`src/rtl/u_hz_pkg.sv`:
```
// Shared constants, types and helpers for the u_hz_seq hazard controller.
package u_hz_pkg;

  localparam int unsigned STG_IFU = 0;
  localparam int unsigned STG_EX0 = 1;
  localparam int unsigned STG_EX1 = 2;
  localparam int unsigned STG_EX2 = 3;

  // Tracker entries carry the widest supported register index; narrower REGW is zero-extended.
  localparam int unsigned REGW_MAX = 8;

  typedef struct packed {
    logic                vld;
    logic [REGW_MAX-1:0] rd;
  } ld_ent_t;

  function automatic logic [31:0] sat_inc32(input logic [31:0] v);
    return (v == 32'hFFFF_FFFF) ? v : v + 32'd1;
  endfunction

endpackage

```
`src/rtl/u_hz_ldtrk.sv`:
```
// In-flight load tracker: LDLAT-deep shift register of {vld, rd} plus the load-use comparator.
module u_hz_ldtrk
  import u_hz_pkg::*;
#(
  parameter int unsigned REGW  = 5,
  parameter int unsigned LDLAT = 2
) (
  input  logic            clk,
  input  logic            rst_n,
  input  logic            hold,
  input  logic            wr_vld,
  input  logic [REGW-1:0] wr_rd,
  input  logic [REGW-1:0] ex0_rs1,
  input  logic [REGW-1:0] ex0_rs2,
  input  logic [1:0]      ex0_rs_vld,
  output logic            luh
);

  ld_ent_t trk_q [LDLAT];
  ld_ent_t trk_d [LDLAT];

  always_comb begin
    trk_d = trk_q;
    if (!hold) begin
      // x0 is hard-wired zero, so a load to it can never create a dependency.
      trk_d[0].vld = wr_vld & (wr_rd != '0);
      trk_d[0].rd  = REGW_MAX'(wr_rd);
      for (int i = 1; i < int'(LDLAT); i++) begin
        trk_d[i] = trk_q[i-1];
      end
    end
  end

  always_ff @(posedge clk or negedge rst_n) begin
    if (!rst_n) begin
      for (int i = 0; i < int'(LDLAT); i++) begin
        trk_q[i] <= '0;
      end
    end else begin
      trk_q <= trk_d;
    end
  end

  always_comb begin
    luh = 1'b0;
    for (int i = 0; i < int'(LDLAT); i++) begin
      if (trk_q[i].vld && (trk_q[i].rd != '0)) begin
        if (ex0_rs_vld[0] && (trk_q[i].rd == REGW_MAX'(ex0_rs1))) luh = 1'b1;
        if (ex0_rs_vld[1] && (trk_q[i].rd == REGW_MAX'(ex0_rs2))) luh = 1'b1;
      end
    end
  end

endmodule

```
`src/rtl/u_hz_seq.sv`:
```
// Stateful pipeline hazard controller: load-use stalls, multi-cycle execute stalls, branch flushes.
// Optional saturating stall/flush statistics counters are enabled by defining HZ_STAT_EN.
module u_hz_seq
  import u_hz_pkg::*;
#(
  parameter int unsigned NSTG  = 4,
  parameter int unsigned REGW  = 5,
  parameter int unsigned LDLAT = 2,
  parameter int unsigned BRFL  = 1,
  parameter int unsigned MCW   = 5
) (
  input  logic            clk,
  input  logic            rst_n,
  input  logic            ifu_vld,
  input  logic            branch,
  input  logic [REGW-1:0] ex0_rs1,
  input  logic [REGW-1:0] ex0_rs2,
  input  logic [1:0]      ex0_rs_vld,
  input  logic            ld_issue,
  input  logic [REGW-1:0] ld_rd,
  input  logic            mc_start,
  input  logic [MCW-1:0]  mc_lat,
  output logic [NSTG-1:0] hzf,
  output logic [NSTG-1:0] hzs,
  output logic            mc_busy,
  output logic [31:0]     stall_cnt,
  output logic [31:0]     flush_cnt
);

  logic [MCW-1:0] mc_cnt_q, mc_cnt_d;
  logic           mc_long;
  logic           luh;
  logic           br_take;
  logic           ld_wr;

  // A start is only seen while the counter is idle; L of 0 or 1 completes without stalling.
  assign mc_long = rst_n & mc_start & (mc_cnt_q == '0) & (mc_lat >= MCW'(2));
  assign mc_busy = rst_n & (mc_long | (mc_cnt_q != '0));

  always_comb begin
    mc_cnt_d = mc_cnt_q;
    if (mc_long) begin
      mc_cnt_d = mc_lat - MCW'(1);
    end else if (mc_cnt_q != '0) begin
      mc_cnt_d = mc_cnt_q - MCW'(1);
    end
  end

  always_ff @(posedge clk or negedge rst_n) begin
    if (!rst_n) begin
      mc_cnt_q <= '0;
    end else begin
      mc_cnt_q <= mc_cnt_d;
    end
  end

  always_comb begin
    hzf     = '0;
    hzs     = '0;
    br_take = 1'b0;
    if (!rst_n) begin
      hzf = '1;
    end else if (mc_busy) begin
      hzs[STG_IFU] = 1'b1;
      hzs[STG_EX0] = 1'b1;
      hzs[STG_EX1] = 1'b1;
      hzf[STG_EX2] = 1'b1;
    end else if (branch) begin
      br_take = 1'b1;
      for (int i = 0; i <= int'(BRFL); i++) begin
        hzf[i] = 1'b1;
      end
    end else if (luh) begin
      hzs[STG_IFU] = 1'b1;
      hzs[STG_EX0] = 1'b1;
      hzf[STG_EX1] = 1'b1;
    end else if (!ifu_vld) begin
      hzf[STG_EX0] = 1'b1;
    end
  end

  // A load stalled or squashed in ex0 is recorded only once it actually leaves ex0.
  assign ld_wr = ld_issue & ~hzs[STG_EX0] & ~hzf[STG_EX0];

  u_hz_ldtrk #(
    .REGW  (REGW),
    .LDLAT (LDLAT)
  ) u_ldtrk (
    .clk        (clk),
    .rst_n      (rst_n),
    .hold       (mc_busy),
    .wr_vld     (ld_wr),
    .wr_rd      (ld_rd),
    .ex0_rs1    (ex0_rs1),
    .ex0_rs2    (ex0_rs2),
    .ex0_rs_vld (ex0_rs_vld),
    .luh        (luh)
  );

`ifdef HZ_STAT_EN
  logic [31:0] stall_cnt_q;
  logic [31:0] flush_cnt_q;

  always_ff @(posedge clk or negedge rst_n) begin
    if (!rst_n) begin
      stall_cnt_q <= '0;
      flush_cnt_q <= '0;
    end else begin
      if (|hzs)   stall_cnt_q <= sat_inc32(stall_cnt_q);
      if (br_take) flush_cnt_q <= sat_inc32(flush_cnt_q);
    end
  end

  assign stall_cnt = stall_cnt_q;
  assign flush_cnt = flush_cnt_q;
`else
  logic unused_br_take;
  assign unused_br_take = br_take;
  assign stall_cnt      = '0;
  assign flush_cnt      = '0;
`endif

endmodule

```
`config.mk`:
```
export PLATFORM = sky130hd
export DESIGN_NAME = u_hz_seq
export DESIGN_NICKNAME = d
export VERILOG_FILES = /design/src/rtl/u_hz_pkg.sv /design/src/rtl/u_hz_ldtrk.sv /design/src/rtl/u_hz_seq.sv
export SDC_FILE = /design/constraint.sdc
export NUM_CORES = 1
export LEC_CHECK = 0
export CORE_MARGIN = 2
export CORE_UTILIZATION = 34
export CTS_CLUSTER_SIZE = 25
export DETAILED_ROUTE_END_ITERATION = 8
export GPL_TIMING_DRIVEN = 0
export PLACE_DENSITY = 0.85
export SETUP_SLACK_MARGIN = 0.15
export SYNTH_ARGS = -nofsm -noshare
export SYNTH_HDL_FRONTEND = slang
export SYNTH_SLANG_ARGS = --single-unit
```
`constraint.sdc`:
```
create_clock -name clk -period 2.3 [get_ports clk]
set_input_delay 0.345 -clock clk [delete_from_list [all_inputs] [get_ports clk]]
set_output_delay 0.345 -clock clk [all_outputs]
set_load 0.01 [all_outputs]
```
Word level (Yosys, flattened, before mapping):

Index checks and enable logic that the tools add are counted.

* bitwise operators: 10
* muxes and demuxes: 21
* equality and inequality tests: 4
* add/subtract/negate cells: 2
* reduce and logical (&&, ||, !) cells: 12
* magnitude comparators: 1

Operator list (number)
* 5-bit equality test: 4
* 8-bit nonzero test: 2
* 1-bit 2-to-1 mux: 13
* 5-bit 2-to-1 mux: 2
* 5-bit nonzero test: 2
* 5-bit by 1-bit subtractor with 5-bit output (second input constant): 2
* 1-bit bitwise AND: 7
* 1-bit logical AND: 6
* 2-bit 2-to-1 mux: 3
* 3-bit 2-to-1 mux: 2
* 5-bit by 2-bit >= comparator with 1-bit output (second input constant): 1
* 5-bit logical NOT: 1
* 4-bit 2-to-1 mux: 1
* 1-bit NOT: 2
* 2-bit nonzero test: 1
* 1-bit OR: 1

* output and inout bits: 73
* input port bits: 28
* register bits: 17

Logic depth before layout (Yosys ltp):

Gate-level depths: netlist of run 1.

* word-level depth: 16
* depth in mapped cells: 8
* depth with buffers taken out: 8

Cells and area by module:

Synthesis of run 1 repeated with hierarchy kept, for this count alone.

* cell total of the unflattened synthesis: 184
* area, all modules: 1689.1 um^2

By module, submodules not included
* u_hz_seq: cells each 123, area each 977.2 um^2, instances 1, sequential area each 125.1 um^2
* u_hz_ldtrk: cells each 61, area each 711.9 um^2, instances 1, sequential area each 300.3 um^2

Least setup slack after synthesis of run 1:

OpenSTA, ideal clock, no wires.

* kind: input to register
* from: input mc_lat[1]
* to: register mc_cnt_q[4]
* data arrival time: 2.139 ns
* path buffers: 0
* path slack: 0.058 ns
* stages on the path: 8
* cells stage by stage: nor4_1 -> nor2_1 -> a31oi_1 -> ha_1 -> nor3b_1 -> mux2_1 -> a211oi_1 -> a221oi_1

* cells in the longest elaborated chain, start to end: 3
* elaborated cells between the ends (all ways): 5
* classes of those cells: add/sub: 1; order compare: 1; mux: 1; bitwise: 1; reduce/logical: 1

Ends and longest elaborated chain
* start, declared: line u_hz_seq.sv:22 `input logic [MCW-1:0] mc_lat,`
* 5-bit by 2-bit >= comparator with 1-bit output: line u_hz_seq.sv:37 `assign mc_long = rst_n & mc_start & (mc_cnt_q == '0) & (mc_lat >= MCW'(2));`
* 1-bit bitwise AND: line u_hz_seq.sv:37
* 5-bit 2-to-1 mux / 2-bit nonzero test (equally long branches)
* end signal, assigned: line u_hz_seq.sv:53 `mc_cnt_q <= mc_cnt_d;`
* end, declared: line u_hz_seq.sv:30 `logic [MCW-1:0] mc_cnt_q, mc_cnt_d;`

Several ways; a longest one is shown, not always the timed one.
A chain may end at the register's enable or synchronous reset.

Worst setup path after layout of run 1:

* from: register mc_cnt_q[2]
* to: output hzs[1]

* cells in the longest elaborated chain, start to end: 7
* elaborated cells between the ends (all ways): 8
* classes of those cells: mux: 2; bitwise: 4; reduce/logical: 2

Ends and longest elaborated chain
* 5-bit logical NOT: line u_hz_seq.sv:37
* 1-bit bitwise AND (2 in series): line u_hz_seq.sv:37
* 1-bit OR (*): line u_hz_seq.sv:38 `assign mc_busy = rst_n & (mc_long | (mc_cnt_q != '0));`
* 1-bit bitwise AND (*): line u_hz_seq.sv:38
* 2-bit 2-to-1 mux (*): line u_hz_seq.sv:63 `end else if (mc_busy) begin`
* 3-bit 2-to-1 mux (*): line u_hz_seq.sv:61 `if (!rst_n) begin`
* end, declared: line u_hz_seq.sv:24 `output logic [NSTG-1:0] hzs,`

Every way passes the cells marked *; elsewhere a longest branch is shown, timed or not.

==> impl_summary.log, run 1 <==
[metrics] fraction of the yosys area taken by sequential cells: 26.1%
[metrics] fraction of the cycle the final worst path needs: 103%
[metrics] final setup slack of the worst path: -0.0748 ns
[metrics] share of async-settable or async-resettable flops after synthesis: 100%
[metrics] number of failing hold endpoints at the final stage: 0
[metrics] run status: finished, violations left
[metrics] number of nets in the layout: 330
[metrics] unrepaired setup endpoints after global routing: yes
[metrics] number of nets still failing antenna checks after routing: 0
[metrics] area of all placed cells without fillers: 2740 um2
[metrics] routed vias/inst: 3.92
[metrics] critical path capture point type: output pin
[metrics] total power: 1.69 mW
[metrics] distinct cell type count after synthesis: 37
[metrics] root buf cell: clkbuf_8
[metrics] GPL Wtd Cong: 0.814
[metrics] Synth Cell Area: 1630 um2
[metrics] number of vias after detailed routing: 1389
[metrics] startpoint type of the worst setup path: register
[metrics] DRT iter0 DRCs: 21
[metrics] floorplan die area: 5360 um2
[metrics] Critical R2R Launch: mc_cnt_q[2]
[metrics] GRT overflow: 0
[metrics] Chip Height: 73.2 um
[metrics] type of the worst setup path: register to output pin
[metrics] fraction of final layout cells with drive strength greater than 1: 45.7%
[metrics] number of detailed-route iterations in the first pass: 4
[metrics] relative area change from synthesis to final layout: 68.2%
[metrics] max frequency: 0.421 GHz
[metrics] Critical Path RT: 1.96 ns
[metrics] number of failing setup endpoints in the final timing report: 5
[metrics] detailed-route DRC error count: 0
[metrics] wire length of the first global-routing pass: 5550 um
[metrics] all-layer global routing usage: 13.1%
[metrics] power per cell area: 615 nW/um2
[metrics] Pins Over Slew Limit: 0
[metrics] clock tree from TritonCTS: yes
[metrics] maximum clock path buffer count: 2
[metrics] vias in the first global route: 1231
[metrics] count of maximum capacitance violations: 0
[metrics] Initial Utilization: 35.0%
[metrics] synthesized netlist cell count: 172
[metrics] post-CTS clock slew at the launch and capture registers of the worst setup and hold paths: 0.06 ns
[metrics] Worst Clk Skew: 0.00202 ns
[metrics] Inserted Clock Buffers: 3
[metrics] FF+latch count, synth: 17
[metrics] insertion delay to the later sink of the worst-skew pair: 0.24 ns
[metrics] worst setup path startpoint: mc_cnt_q[2]
[metrics] Post-Synthesis Mean Instance Area: 9.47 um2
[metrics] sink count of the clock tree: 17
[metrics] final worst path period need: 2.37 ns
[metrics] number of placement rows: 25
[metrics] worst hold slack: 0.00598 ns
[metrics] classification of the worst-slack hold path: input pin to async pin
[metrics] largest net degree at the start of global routing: 24
[metrics] number of port buffers: 35
[metrics] P_leak: 1.44 nW
[metrics] width of the die: 73.2 um
[metrics] Post-Route Setup TNS: -0.267 ns
[metrics] Peak supply drop: 385 uV
[metrics] count of antenna diodes in the layout: 0
[metrics] IO Count: 101
[metrics] area post-placement: 2320 um2
[metrics] Data arrival, critical path: 2.03 ns
[metrics] peak fanout along the critical path: 5
[metrics] violated checks: negative setup slack
[metrics] routed wirelength normalized by instance count: 10.9 um
[metrics] H-Tree Level Count: 1
[metrics] post-DP HPWL: 2620 um
[metrics] number of enable flip-flop cells after synthesis: 0
[metrics] Synth Flop Type: dfrtp_1
[metrics] antenna violations before repair: 0
[metrics] count of warnings emitted by yosys: 0
[metrics] core region area: 4660 um2
[metrics] Final Routed Wirelength: 3860 um
metrics by stage:
step	utilization [%]	worst slack, ns	std cells
6_report	58.8	-0.0748	354
5_1_grt	58.8	-0.147	354
2_1_floorplan	-	0.118	236
3_5_place_dp	49.7	-1.32	325
3_3_place_gp	49.7	-1.24	325
4_1_cts	53.8	-0.0619	344
cells in the mapped netlist, drive strengths merged, types with 3 or more instances:
| library cell | n | area [um2] |
|---|---|---|
| nor3 | 5 | 36.3 |
| nand2 | 9 | 50.1 |
| mux2 | 12 | 158 |
| buf | 66 | 495 |
| nand4 | 4 | 25.0 |
| xnor2 | 20 | 175 |
| a21oi | 3 | 15.0 |
| inv | 3 | 16.3 |
| nor2 | 6 | 22.5 |
| dfrtp | 17 | 425 |
cell usage in the layout, fill, tap and decap left out, types with 5 or more instances in the layout:
cell / instances
buf_4: 85
buf_6: 9
clkdlybuf4s50_1: 13
conb_1: 65
dfrtp_1: 16
dlygate4sd2_1: 5
dlymetal6s2s_1: 8
mux2_4: 11
nand2_1: 8
nor2_1: 5
xnor2_1: 20
worst max-delay path, stage by stage, from the launching register on:
cell and delay, ns:
dfrtp_2 0.42, or3_4 0.41, nor3_4 0.29, o21ai_4 0.15, buf_12 0.16, nand2_8 0.08, a21oi_4 0.06, buf_6 0.12
buf_6 0.11
cell families (layout without fill, tap and decap cells):
group / Yosys count / count (layout) / synth area share, %
buffers and inverters: 69 / 133 / 31.4
AND/OR/NAND/NOR: 32 / 32 / 11.8
XOR/XNOR: 22 / 22 / 11.8
AO/OA/AOI/OAI: 18 / 18 / 8.22
flip-flops: 17 / 17 / 26.1
multiplexers: 12 / 12 / 9.68
adder cells (fa/ha/maj): 1 / 1 / 0.768
other: 1 / 65 / 0.230
flip-flops by register name, indices dropped and copies added, names as in the netlist:
signal and count:
mc_cnt_q 5, u_ldtrk.trk_q 12
path summary, 6_finish.rpt:
| kind | slack [ns] | cells after the start | to |
|---|---|---|---|
| worst max-delay path | -0.07 | 8 | hzs[1] |
| worst min-delay path | 0.006 | 1 | mc_cnt_q[0] |
| worst max register to register | -0.05 | 9 | mc_cnt_q[4] |
| worst min register to register | 0.53 | 1 | u_ldtrk.trk_q[8] |
| max in group asynchronous | 2.02 | 1 | mc_cnt_q[2] |
| min in group clk | 0.53 | 1 | u_ldtrk.trk_q[8] |
final cells by class:
cell class                      instances  area [um2]
Inverter                                3        18.8
Sequential cell                        17         427
Timing Repair Buffer                   60         574
Clock buffer                            4        45.0
Fill cell                             405        1920
Multi-Input combinational cell        150        1110
Buffer                                 66         499
Tap cell                               54        67.6
repair_timing:
action                                  4_1_cts  5_1_grt
gates cloned                                  0        0
gates resized for setup                      55       32
hold buffers                                  0        0
endpoints found under the setup margin       25        9
buffers inserted                             15       10
pin swaps                                    12        9
endpoints found under the hold margin         0        0
power breakdown:
group	internal, mW	switching [mW]
clock network	0.123	0.0927
logic	0.578	0.386
registers	0.390	0.116
total	1.09	0.595
routing by layer:
metal | GRT usage, % | routed length, um | part of all wire (%)
met1 | 16.3 | 1560 | 40
met2 | 23.2 | 2000 | 52
met3 | 2.07 | 288 | 7.5
met4 | 3.91 | 13 | 0.34
met5 | 0 | 0 | 0
Power figures use the tool's default switching activity.
==> run 2: changes to the inputs <==
- CAP_MARGIN: default -> 0
- CORE_ASPECT_RATIO: default -> 0.7
==> impl_summary.log, run 2 (synthesized netlist as in run 1, its figures left out) <==
[metrics] number of failing setup endpoints in the final timing report: 0 (-5)
[metrics] peak fanout along the critical path: 4 (-1)
[metrics] number of detailed-route iterations in the first pass: 4 (unchanged)
[metrics] largest register by flop count: u_ldtrk.trk_q
[metrics] classification of the worst-slack hold path: register to register
[metrics] switching share of power: 35.6% (+0.32 points)
[metrics] Peak supply drop: 381 uV (-1.0%)
[metrics] cell type of the slowest stage on the worst timing path: or3_4
[metrics] Post-Route Setup TNS: 0 ns (+0.267 ns)
[metrics] Worst R2R End: mc_cnt_q[4]
[metrics] insertion delay to the later sink of the worst-skew pair: 0.25 ns (about the same)
[metrics] longest individual stage delay on the worst path: 0.41 ns (about the same)
[metrics] worst hold slack: 0.516 ns (+0.510 ns)
[metrics] Cell Count Post-Placement: 328 (+0.92%)
[metrics] setup slack of the worst register-to-register path: 0.03 ns (+0.08 ns)
[metrics] final worst path period need: 2.30 ns (-0.0767 ns)
[metrics] H-Tree Level Count: 1 (unchanged)
[metrics] Data arrival, critical path: 1.95 ns (-0.08 ns)
[metrics] number of placement rows: 21 (-16%)
[metrics] area of all placed cells without fillers: 2680 um2 (-2.1%)
[metrics] largest net degree at the start of global routing: 18 (-25%)
[metrics] routed wirelength normalized by instance count: 10.7 um (-1.6%)
[metrics] Worst Path Buf+Inv: 2 (-1)
[metrics] power per cell area: 615 nW/um2 (about the same)
[metrics] antenna violations before repair: 0 (unchanged)
[metrics] floorplan die area: 5370 um2 (+0.17%)
[metrics] maximum clock path buffer count: 2 (unchanged)
[metrics] P_leak: 1.38 nW (-4.2%)
[metrics] final core utilization: 57.1% (-1.7 points)
[metrics] switching power total: 587 uW (-1.2%)
[metrics] unrepaired setup endpoints after global routing: yes
[metrics] wire length of the first global-routing pass: 5400 um (-2.9%)
[metrics] kind of cell adding the most delay to the critical path: simple AND/OR/NAND/NOR gates
[metrics] Slew @ Worst Pin: 0.771 ns
[metrics] max frequency: 0.435 GHz (+3.3%)
[metrics] number of vias after detailed routing: 1398 (+0.65%)
[metrics] total power: 1.65 mW (-2.1%)
[metrics] count of antenna diodes in the layout: 0 (unchanged)
[metrics] minimum setup slack after placement: -1.30 ns (+0.0249 ns)
[metrics] P_int: 1.06 mW (-2.6%)
[metrics] count of maximum capacitance violations: 0 (unchanged)
[metrics] type of the worst setup path: register to output pin
[metrics] number of nets still failing antenna checks after routing: 0 (unchanged)
[metrics] detailed-route DRC error count: 0 (unchanged)
[metrics] Final Routed Wirelength: 3830 um (-0.73%)
[metrics] critical path capture point type: output pin
[metrics] flip-flop count of the largest register, all copies and words added: 12 (unchanged)
[metrics] all-layer global routing usage: 12.9% (-0.19 points)
[metrics] fraction of final layout cells with drive strength greater than 1: 45.7% (unchanged)
[metrics] WL met3: 257 um (-11%)
[metrics] most used cells in the layout excluding fill and tap cells: buf_4 (84), conb_1 (65), xnor2_1 (19), clkdlybuf4s50_1 (14), dfrtp_1 (14)
[metrics] largest registers: u_ldtrk.trk_q: 12 flops, mc_cnt_q: 5 flops
[metrics] met2 wire length: 1840 um (-7.7%)
[metrics] ordered cell list for the critical path: or3_4, nor3_4, o21ai_4, buf_4, o31ai_4, buf_2
[metrics] Chip Height: 61.9 um (-15%)
[metrics] Critical Path RT: 1.96 ns (about the same)
[metrics] startpoint type of the worst setup path: register
[metrics] Pins Over Slew Limit: 0 (unchanged)
[metrics] Inserted Clock Buffers: 3 (unchanged)
[metrics] Initial Utilization: 34.6% (-0.32 points)
[metrics] source of the worst hold timing path: u_ldtrk.trk_q[8]
[metrics] number of nets in the layout: 330 (unchanged)
[metrics] number of non-filler instances in the completed layout: 357 (+0.85%)
[metrics] combinational share of power: 55.6% (-1.6 points)
[metrics] number of failing hold endpoints at the final stage: 0 (unchanged)
[metrics] R2R cell count: 9 (unchanged)
[metrics] DR top layer: met4
[metrics] area post-placement: 2320 um2 (+0.16%)
[metrics] sink count of the clock tree: 17 (unchanged)
[metrics] post-CTS clock slew at the launch and capture registers of the worst setup and hold paths: 0.06 ns (about the same)
[metrics] IO Count: 101 (unchanged)
[metrics] DRT iter0 DRCs: 24 (+14%)
[metrics] final setup slack of the worst path: 0.00198 ns (+0.0767 ns)
[metrics] hold path endpoint: u_ldtrk.trk_q[8]
[metrics] cell count along the critical path: 6 (-2)
[metrics] post-route met1 wirelength: 1720 um (+10%)
[metrics] Hold Path Cell Cnt: 1
[metrics] clock network fraction of design power: 13.7% (+0.9 points)
[metrics] Critical R2R Launch: mc_cnt_q[1]
[metrics] vias in the first global route: 1146 (-6.9%)
[metrics] core region area: 4700 um2 (+0.91%)
[metrics] GPL Wtd Cong: 0.779 (-4.4%)
[metrics] number of port buffers: 35 (unchanged)
[metrics] routed vias/inst: 3.92 (-0.20%)
[metrics] sequential share of power: 30.7% (+0.7 points)
[metrics] slew margin rel.: 48.4%
[metrics] GRT overflow: 0 (unchanged)
[metrics] root buf cell: clkbuf_8
[metrics] fraction of the cycle the final worst path needs: 99.9% (-3.3 points)
[metrics] post-DP HPWL: 2730 um (+4.3%)
[metrics] relative area change from synthesis to final layout: 64.7%
[metrics] clock tree from TritonCTS: yes
[metrics] most common library cell in the layout ignoring fill and taps: buf_4
[metrics] run status: finished, final reports clean
[metrics] Worst Clk Skew: 0.00136 ns (-0.000653 ns)
[metrics] width of the die: 86.7 um (+18%)
## run 2: worst max-delay path by stage
stage	start	to	slack, ns
2_1_floorplan	mc_cnt_q[0]	mc_cnt_q[4]	0.12
3_3_place_gp	rst_n	hzs[1]	-1.25
3_5_place_dp	rst_n	hzs[1]	-1.30
4_1_cts	ex0_rs1[0]	hzf[2]	-0.02
5_1_grt	u_ldtrk.trk_q[3]	hzs[1]	-0.09
6_report	mc_cnt_q[1]	hzf[2]	0.002
## run 2: metal layers
layer  up-vias  GRT usage, %
met4         0          2.01
met1       634          17.6
met2        50          21.6
li1        712             -
met5         -             0
met3         2          3.30
## run 2: cell type report
cell class                      count  area (um2)
Sequential cell                    17         429
Fill cell                         422        2020
Clock buffer                        4        45.0
Multi-Input combinational cell    150        1060
Buffer                             66         495
Inverter                            3        18.8
Timing Repair Buffer               60         559
Tap cell                           57        71.3
## run 2: timing repair
action | 4_1_cts | 5_1_grt
gates resized for setup | 64 | 19
setup endpoints to repair | 25 | 8
setup buffers | 15 | 9
pin swaps | 14 | 7
endpoints found under the hold margin | 17 | 0
hold buffers | 1 | 0
## run 2: power by group through the flow
stage,clock network [mW],registers (mW),logic (mW)
2_1_floorplan,0,0.486,0.510
3_3_place_gp,0,0.514,0.635
3_5_place_dp,0,0.523,0.647
4_1_cts,0.228,0.501,0.787
5_1_grt,0.242,0.518,0.993
6_report,0.225,0.507,0.918
